[src/rtl/palette_pkg.sv]
// palette_pkg: shared sizes, colour type, init FSM states and default palette for palette_lookup
package palette_pkg;
   localparam int PAL_ENTRIES = 256;
   localparam int LATENCY = 2;
   typedef struct packed {
      logic [3:0] r;
      logic [3:0] g;
      logic [3:0] b;
   } rgb444_t;
   typedef enum logic {ST_INIT, ST_RUN} init_st_t;
   function automatic rgb444_t default_palette(input logic [7:0] idx);
      logic [7:0] i;
      logic [11:0] c;
      i = idx - 8'd32;
      c = 12'h000;
      if (idx < 8'd16) begin
         case (idx[3:0])
            4'h0: c = 12'h000;
            4'h1: c = 12'hFFF;
            4'h2: c = 12'h800;
            4'h3: c = 12'hAFE;
            4'h4: c = 12'hC4C;
            4'h5: c = 12'h0C5;
            4'h6: c = 12'h00A;
            4'h7: c = 12'hEE7;
            4'h8: c = 12'hD85;
            4'h9: c = 12'h640;
            4'hA: c = 12'hF77;
            4'hB: c = 12'h333;
            4'hC: c = 12'h777;
            4'hD: c = 12'hAF6;
            4'hE: c = 12'h08F;
            default: c = 12'hBBB;
         endcase
      end else if (idx < 8'd32) c = {3{idx[3:0]}};
      else c = {(i[4] | i[7]) ? i[3:0] : {1'b0, i[3:1]},
                i[5] ? i[3:0] : {2'b0, i[3:2]},
                i[6] ? i[3:0] : {1'b0, i[3:1]}};
      return rgb444_t'(c);
   endfunction
endpackage

[src/rtl/palette_ram_dp.sv]
// palette_ram_dp: 256x12 palette RAM, pixel read port plus CPU port with {G,B}/R lane write enables
module palette_ram_dp
   import palette_pkg::*;
(
   input  logic        clk,
   input  logic [7:0]  addr_a,
   output logic [11:0] q_a,
   input  logic [7:0]  addr_b,
   input  logic        rd_b,
   input  logic        we_gb,
   input  logic        we_r,
   input  logic [7:0]  wd_gb,
   input  logic [3:0]  wd_r,
   output logic [7:0]  q_gb,
   output logic [3:0]  q_r
);
   logic [7:0] mem_gb [PAL_ENTRIES];
   logic [3:0] mem_r [PAL_ENTRIES];
   // pixel port: registered read every cycle
   always_ff @(posedge clk) q_a <= {mem_r[addr_a], mem_gb[addr_a]};
   // CPU port: read-before-write, read register holds until the next read
   always_ff @(posedge clk) begin
      if (rd_b) begin
         q_gb <= mem_gb[addr_b];
         q_r <= mem_r[addr_b];
      end
      if (we_gb) mem_gb[addr_b] <= wd_gb;
      if (we_r) mem_r[addr_b] <= wd_r;
   end
endmodule

[src/rtl/palette_lookup.sv]
// palette_lookup: index->RGB444 palette stage with sync delay, CPU port, gray mode; PALETTE_DEFAULT_INIT_EN adds default-palette load
module palette_lookup
   import palette_pkg::*;
(
   input  logic       clk,
   input  logic       rst_n,
   input  logic [7:0] pix_index,
   input  logic       pix_strobe,
   input  logic       blank_in,
   input  logic       hsync_in,
   input  logic       vsync_in,
   input  logic       chroma_disable,
   input  logic [8:0] cpu_addr,
   input  logic [7:0] cpu_wrdata,
   input  logic       cpu_write,
   input  logic       cpu_read,
   output logic [7:0] cpu_rddata,
   output logic       init_busy,
   output logic [3:0] rgb_r,
   output logic [3:0] rgb_g,
   output logic [3:0] rgb_b,
   output logic       pix_valid_out,
   output logic       hsync_out,
   output logic       vsync_out
);
   rgb444_t px_s1, def;
   logic blank_s1, hs_s1, vs_s1, stb_s1;
   logic [7:0] idx, addr_b, wd_gb, q_gb;
   logic [3:0] wd_r, q_r, y;
   logic [5:0] luma_sum;
   logic we_gb, we_r, rd_seen, rd_lane, rd_zero;
`ifdef PALETTE_DEFAULT_INIT_EN
   init_st_t st, st_nxt;
   logic [7:0] idx_nxt;
   // init FSM state and entry counter
   always_ff @(posedge clk) begin
      if (!rst_n) begin
         st <= ST_INIT;
         idx <= 8'd0;
      end else begin
         st <= st_nxt;
         idx <= idx_nxt;
      end
   end
   // one default entry per clock, leave INIT after entry 255
   always_comb begin
      st_nxt = st;
      idx_nxt = idx;
      st_nxt = (st == ST_INIT && idx == 8'hFF) ? ST_RUN : st;
      idx_nxt = (st == ST_INIT) ? idx + 8'd1 : idx;
   end
   assign init_busy = (st == ST_INIT);
   assign def = default_palette(idx);
`else
   assign init_busy = 1'b0;
   assign idx = 8'd0;
   assign def = '0;
`endif
   assign addr_b = init_busy ? idx : cpu_addr[8:1];
   assign we_gb = init_busy | (cpu_write & ~cpu_addr[0]);
   assign we_r = init_busy | (cpu_write & cpu_addr[0]);
   assign wd_gb = init_busy ? {def.g, def.b} : cpu_wrdata;
   assign wd_r = init_busy ? def.r : cpu_wrdata[3:0];
   palette_ram_dp u_ram (
      .clk    (clk),
      .addr_a (pix_index),
      .q_a    (px_s1),
      .addr_b (addr_b),
      .rd_b   (cpu_read & ~init_busy),
      .we_gb  (we_gb),
      .we_r   (we_r),
      .wd_gb  (wd_gb),
      .wd_r   (wd_r),
      .q_gb   (q_gb),
      .q_r    (q_r)
   );
   // remember which lane the last CPU read targeted and whether it fell in INIT
   always_ff @(posedge clk) begin
      if (!rst_n) {rd_seen, rd_lane, rd_zero} <= 3'b000;
      else if (cpu_read) {rd_seen, rd_lane, rd_zero} <= {1'b1, cpu_addr[0], init_busy};
   end
   assign cpu_rddata = (!rd_seen || rd_zero) ? 8'h00 : rd_lane ? {4'h0, q_r} : q_gb;
   // S1: controls registered alongside the RAM read
   always_ff @(posedge clk) begin
      if (!rst_n) {blank_s1, hs_s1, vs_s1, stb_s1} <= 4'b0000;
      else {blank_s1, hs_s1, vs_s1, stb_s1} <= {blank_in, hsync_in, vsync_in, pix_strobe};
   end
   assign luma_sum = {2'b00, px_s1.r} + {1'b0, px_s1.g, 1'b0} + {2'b00, px_s1.b} + 6'd2;
   assign y = 4'(luma_sum >> 2);
   // S2: output register with blanking and gray conversion
   always_ff @(posedge clk) begin
      if (!rst_n) begin
         {rgb_r, rgb_g, rgb_b} <= 12'h000;
         {pix_valid_out, hsync_out, vsync_out} <= 3'b000;
      end else begin
         {rgb_r, rgb_g, rgb_b} <= (blank_s1 | init_busy) ? 12'h000 : chroma_disable ? {3{y}} : px_s1;
         {pix_valid_out, hsync_out, vsync_out} <= {stb_s1, hs_s1, vs_s1};
      end
   end
endmodule

[config.mk]
export PLATFORM = sky130hd
export DESIGN_NAME = palette_lookup
export DESIGN_NICKNAME = d
export VERILOG_FILES = /design/src/rtl/palette_pkg.sv /design/src/rtl/palette_ram_dp.sv /design/src/rtl/palette_lookup.sv
export SDC_FILE = /design/constraint.sdc
export NUM_CORES = 2
export LEC_CHECK = 0
export ABC_AREA = 0
export CORE_MARGIN = 2
export CORE_UTILIZATION = 55
export DETAILED_ROUTE_END_ITERATION = 8
export PLACE_DENSITY = 0.7
export SKIP_CTS_REPAIR_TIMING = 1
export SLEW_MARGIN = 20
export SYNTH_ARGS = -nofsm -noshare
export SYNTH_HDL_FRONTEND = slang
export SYNTH_HIERARCHICAL = 1
export SYNTH_SLANG_ARGS = --single-unit
[constraint.sdc]
create_clock -name clk -period 5.5 [get_ports clk]
set_clock_uncertainty 0.15 [all_clocks]
set_input_delay 1.375 -clock clk [delete_from_list [all_inputs] [get_ports clk]]
set_output_delay 1.375 -clock clk [all_outputs]
set_load 0.03 [all_outputs]
Word level (Yosys, flattened, before mapping)
Memory sizes are Yosys's and may differ from the RTL's. A register that Yosys moved wholly into a read port is not among the register bits.
Index checks and enable logic that the tools add are counted.
Widths: inputs -> output; s select.

operators by class
  $add $sub $neg = 3
  reduce and logical (&&, ||, !) cells = 1
  bitwise logic cells = 4
  mux-type cells = 7

operator list
  operator             number
  $mux 8               2
  $mux 12              1
  $add 4x5->6          1
  $add 6x2->6 const B  1
  $add 6x4->6          1
  $mux 1               4
  $and 1x1->1          2
  $not 1->1            2
  $reduce_or 2->1      1

storage, ports and cells
  memory bits (writable) = 3072
  output and inout bits = 24
  word-level logic and storage cells = 29
  input port bits = 34
  memories kept = 2
  register bits = 21

memory list
  name          depth  bits a word  read ports  clocked after memory_dff  wr ports  RTL line              text
  u_ram.mem_gb  256    8            2           2                         1         palette_ram_dp.sv:17  logic [7:0] mem_gb [PAL_ENTRIES];
  u_ram.mem_r   256    4            2           2                         1         palette_ram_dp.sv:18  logic [3:0] mem_r [PAL_ENTRIES];

Logic depth before layout (Yosys ltp)
  depth in word-level cells = 4
  mapped depth = 13

Cells and area by module
The synthesis kept the hierarchy.

by module, submodules not included
  module          area an instance (µm²)  cells an instance  instances
  palette_ram_dp  144264.6                7298               1
  palette_lookup  985.9                   99                 1

Worst setup path before layout
Ideal clock, no wire load.

  path kind = input to register
  from = input cpu_addr[1]
  to = memory u_ram.mem_gb[33][0], enable pin
  data arrival time = 3751 ps
  path slack = 1228 ps
  path buffers = 9
  stages on the path = 12
  library setup time = 371 ps
  cell sequence = buf_6 -> buf_6 -> buf_6 -> buf_4 -> buf_4 -> buf_4 -> buf_4 -> buf_4 -> and2b_1 -> nand2_1 -> buf_2 -> nor2_1

RTL lines
  what         RTL line              text
  from (decl)  palette_lookup.sv:13  input logic [8:0] cpu_addr,
  to (decl)    palette_ram_dp.sv:17

Straight into the memory's write port.

==> impl_metrics.toml <==
[global_route]
grt_antenna_before_repair = 40
grt_pass1_wl_um = 677900
grt_pass1_vias = 86540
grt_use_total_pct = 36.19
overflow = 0
grt_max_degree = 136

[placement]
place_ws_ps = -127.4
dp_cells = 11170
port_buffers = 56
dpl.hpwl_um = 330500
gp_congestion = 1.004

[die]
die_area_um2 = 268200
die_w_um = 517.9
coreArea_um2 = 262500
start_util_pct = 55.33
die_h_um = 517.9
rows = 188
ioPinCount = 58

[critical_path]
rrSetupSlack_ps = 1970
critPathLaunch = "pix_index[5]"
critical_path.max_fanout = 12
cp-endpoint = "u_ram/q_a[4]"
worstReg2RegStart = "u_ram/mem_gb[189][5]"
cp.arrival_ps = 5370
cp-start-kind = "input port"
timing.rr.end = "u_ram/q_gb[5]"
cp_data_required_time_ps = 6050
worstSetupPathType = "in2reg"
end_kind = "register"
rr_worst_depth = 7

[drt]
firstDrtPassIters = 7
met2_length_um = 220000
top_layer = "met5"
wl_per_cell_um = 41.42
viasPerCell = 7.465
met1_length_um = 163600
vias = 87840
drc = 0
final_antenna_net_count = 0
drt_iter0_drc = 14760
drt-total-wl_um = 487400
wl_met3_um = 68960

[final_layout]
fillers = 17930
stdcell_count = 11770
final_common_cell = "edfxtp_1"
syn2layout_area_growth_pct = 13.92
final_cell_mix = "edfxtp_1 (3084), mux4_2 (1536), buf_4 (718), nor2_1 (548), mux2i_1 (490)"
final_core_util_pct = 63.04
drive_gt1_share_pct = 35.60
fin_nets = 8028

[logic_synthesis]
ys_seq_area_share_pct = 64.21
synth_cell_types = 69
synthCells = 7397
synth_ff_type = "edfxtp_1"
synth-edff-count = 3084
ys_ff_latch = 3117
syn_area_per_cell_um2 = 19.64
synth_async_sr_flop_share_pct = 0
syn-num-nets = 7439
ys_warn_count = 6
synth_area_um2 = 145300

[power]
leakage_uw = 0.05313
seqPwrFrac_pct = 49.6
p_int_uw = 40600
powerDensity_nw_per_um2 = 319.8
clockPowerShare_pct = 41.2
totalPowerFinal_uw = 52920
vdd_drop_max_mv = 0.3401
power_switching_uw = 12320
pwr-share-comb_pct = 9.2
switching_share_pct = 23.28

[sta]
worst_pin_slew_ps = 1303
setup_slack_ps = 680.2
holdWs_ps = 292.9
drv_slew = 0
timing.final.crit_share_pct = 87.63
period_needed_ps = 4820
setup_violations = 0
finalHoldViolations = 0
slew_headroom_pct = 12.72
fmax_mhz = 207.5
rsz0062_at_grt = "no"

[run_status]
status = "finished, final reports clean"

[hold_path]
hold_class = "reg2reg"
whs_path_depth = 1

[clock_network]
cts_buffers = 330
clk_latency_ps = 920
cts_tree = "built"
cts.sinks = 3117
cts_root_buf = "clkbuf_16"
htree_levels = 5
clk_pin_slew_worst_paths_ps = 60
ctsLongestPathBuffers = 4

[flow_run]
maxCapViolations = 0
[worst min path at each step]
stage	startpoint	to	slack, ps
finish	hs_s1	hsync_out	290
global route	hs_s1	hsync_out	300
CTS	hs_s1	hsync_out	300
detailed placement	vs_s1	vsync_out	270
global placement	hs_s1	hsync_out	270
floorplan	hs_s1	hsync_out	260
[worst max-delay path, stage by stage]
cell	delay [ps]
clkdlybuf4s50_1	870
nand2b_1	400
nor2_1	800
buf_4	400
a221oi_1	190
o31ai_1	160
nor3_1	100
buf_4	190
nor4_1	830
[registers in the layout, summed over array words and instances (netlist names)]
name,flops
u_ram/q_gb,8
vs_s1,1
pix_valid_out,1
rd_lane,1
u_ram/mem_gb,2048
u_ram/q_r,4
u_ram/mem_r,1024
rd_seen,1
u_ram/q_a,12
vsync_out,1
rgb_b,4
hs_s1,1
rgb_g,4
rgb_r,4
hsync_out,1
blank_s1,1
stb_s1,1
[per-layer routing]
metal | vias to the layer above | track usage (%)
met1 | 46060 | 47.54
li1 | 33230 | -
met5 | - | 0.03556
met2 | 7107 | 53.68
met3 | 1413 | 11.47
met4 | 32 | 21.07
[per-stage QoR]
step                      instance area (µm²)  setup TNS (ps)
final                                  165500               0
after global routing                   165400               0
after CTS                              165400               0
after detailed placement               155100          -127.4
after global placement                 155100          -81.98
after floorplan                        145300               0
[final cells by class]
cell class	count	area [µm²]	area share (%)
Sequential cell	3117	93270	56.36
Multi-Input combinational cell	3649	49300	29.79
Clock buffer	409	8795	5.315
Timing Repair Buffer	877	8084	4.885
Tap cell	3515	4398	2.658
Clock inverter	164	1510	0.9126
Antenna cell	26	65.06	0.03932
Inverter	11	56.30	0.03403
[kinds of logic (layout without fill, tap and decap cells)]
| logic type | count (synthesis) | in the layout | synth area share (%) |
|---|---|---|---|
| AOI/OAI and AO/OA | 672 | 672 | 3.383 |
| xor gates and xnor gates | 1 | 1 | 0.006031 |
| adders and majority gates | 8 | 8 | 0.07925 |
| buffers and inverters | 631 | 1461 | 2.030 |
| DFF | 3117 | 3117 | 64.21 |
| muxes | 2083 | 2083 | 27.63 |
| other | 1 | 27 | 0.002582 |
| and+or+nand+nor | 884 | 884 | 2.652 |
[cell usage after synthesis, types with 56 or more instances]
master,number,share of area [%]
buf_4,70,0.36
a22oi_1,83,0.43
mux4_2,1536,24
mux2i_1,491,3.4
clkbuf_1,280,0.72
nand2_1,109,0.28
nor2_1,552,1.4
buf_2,199,0.69
mux2_2,56,0.43
edfxtp_1,3084,64
nor3_1,64,0.22
o22ai_1,130,0.56
o221ai_1,167,1.0
a21oi_1,122,0.42
buf_1,61,0.16
[power groups by stage]
stage	registers (µW)	logic, µW	clock network [µW]
6_report	26300	4870	21800
5_1_grt	26300	4940	22800
4_1_cts	26300	4750	21900
3_5_place_dp	26800	4730	0
3_3_place_gp	26800	4680	0
2_1_floorplan	26800	2490	0
Note: power is estimated with default switching activity, not from simulation.
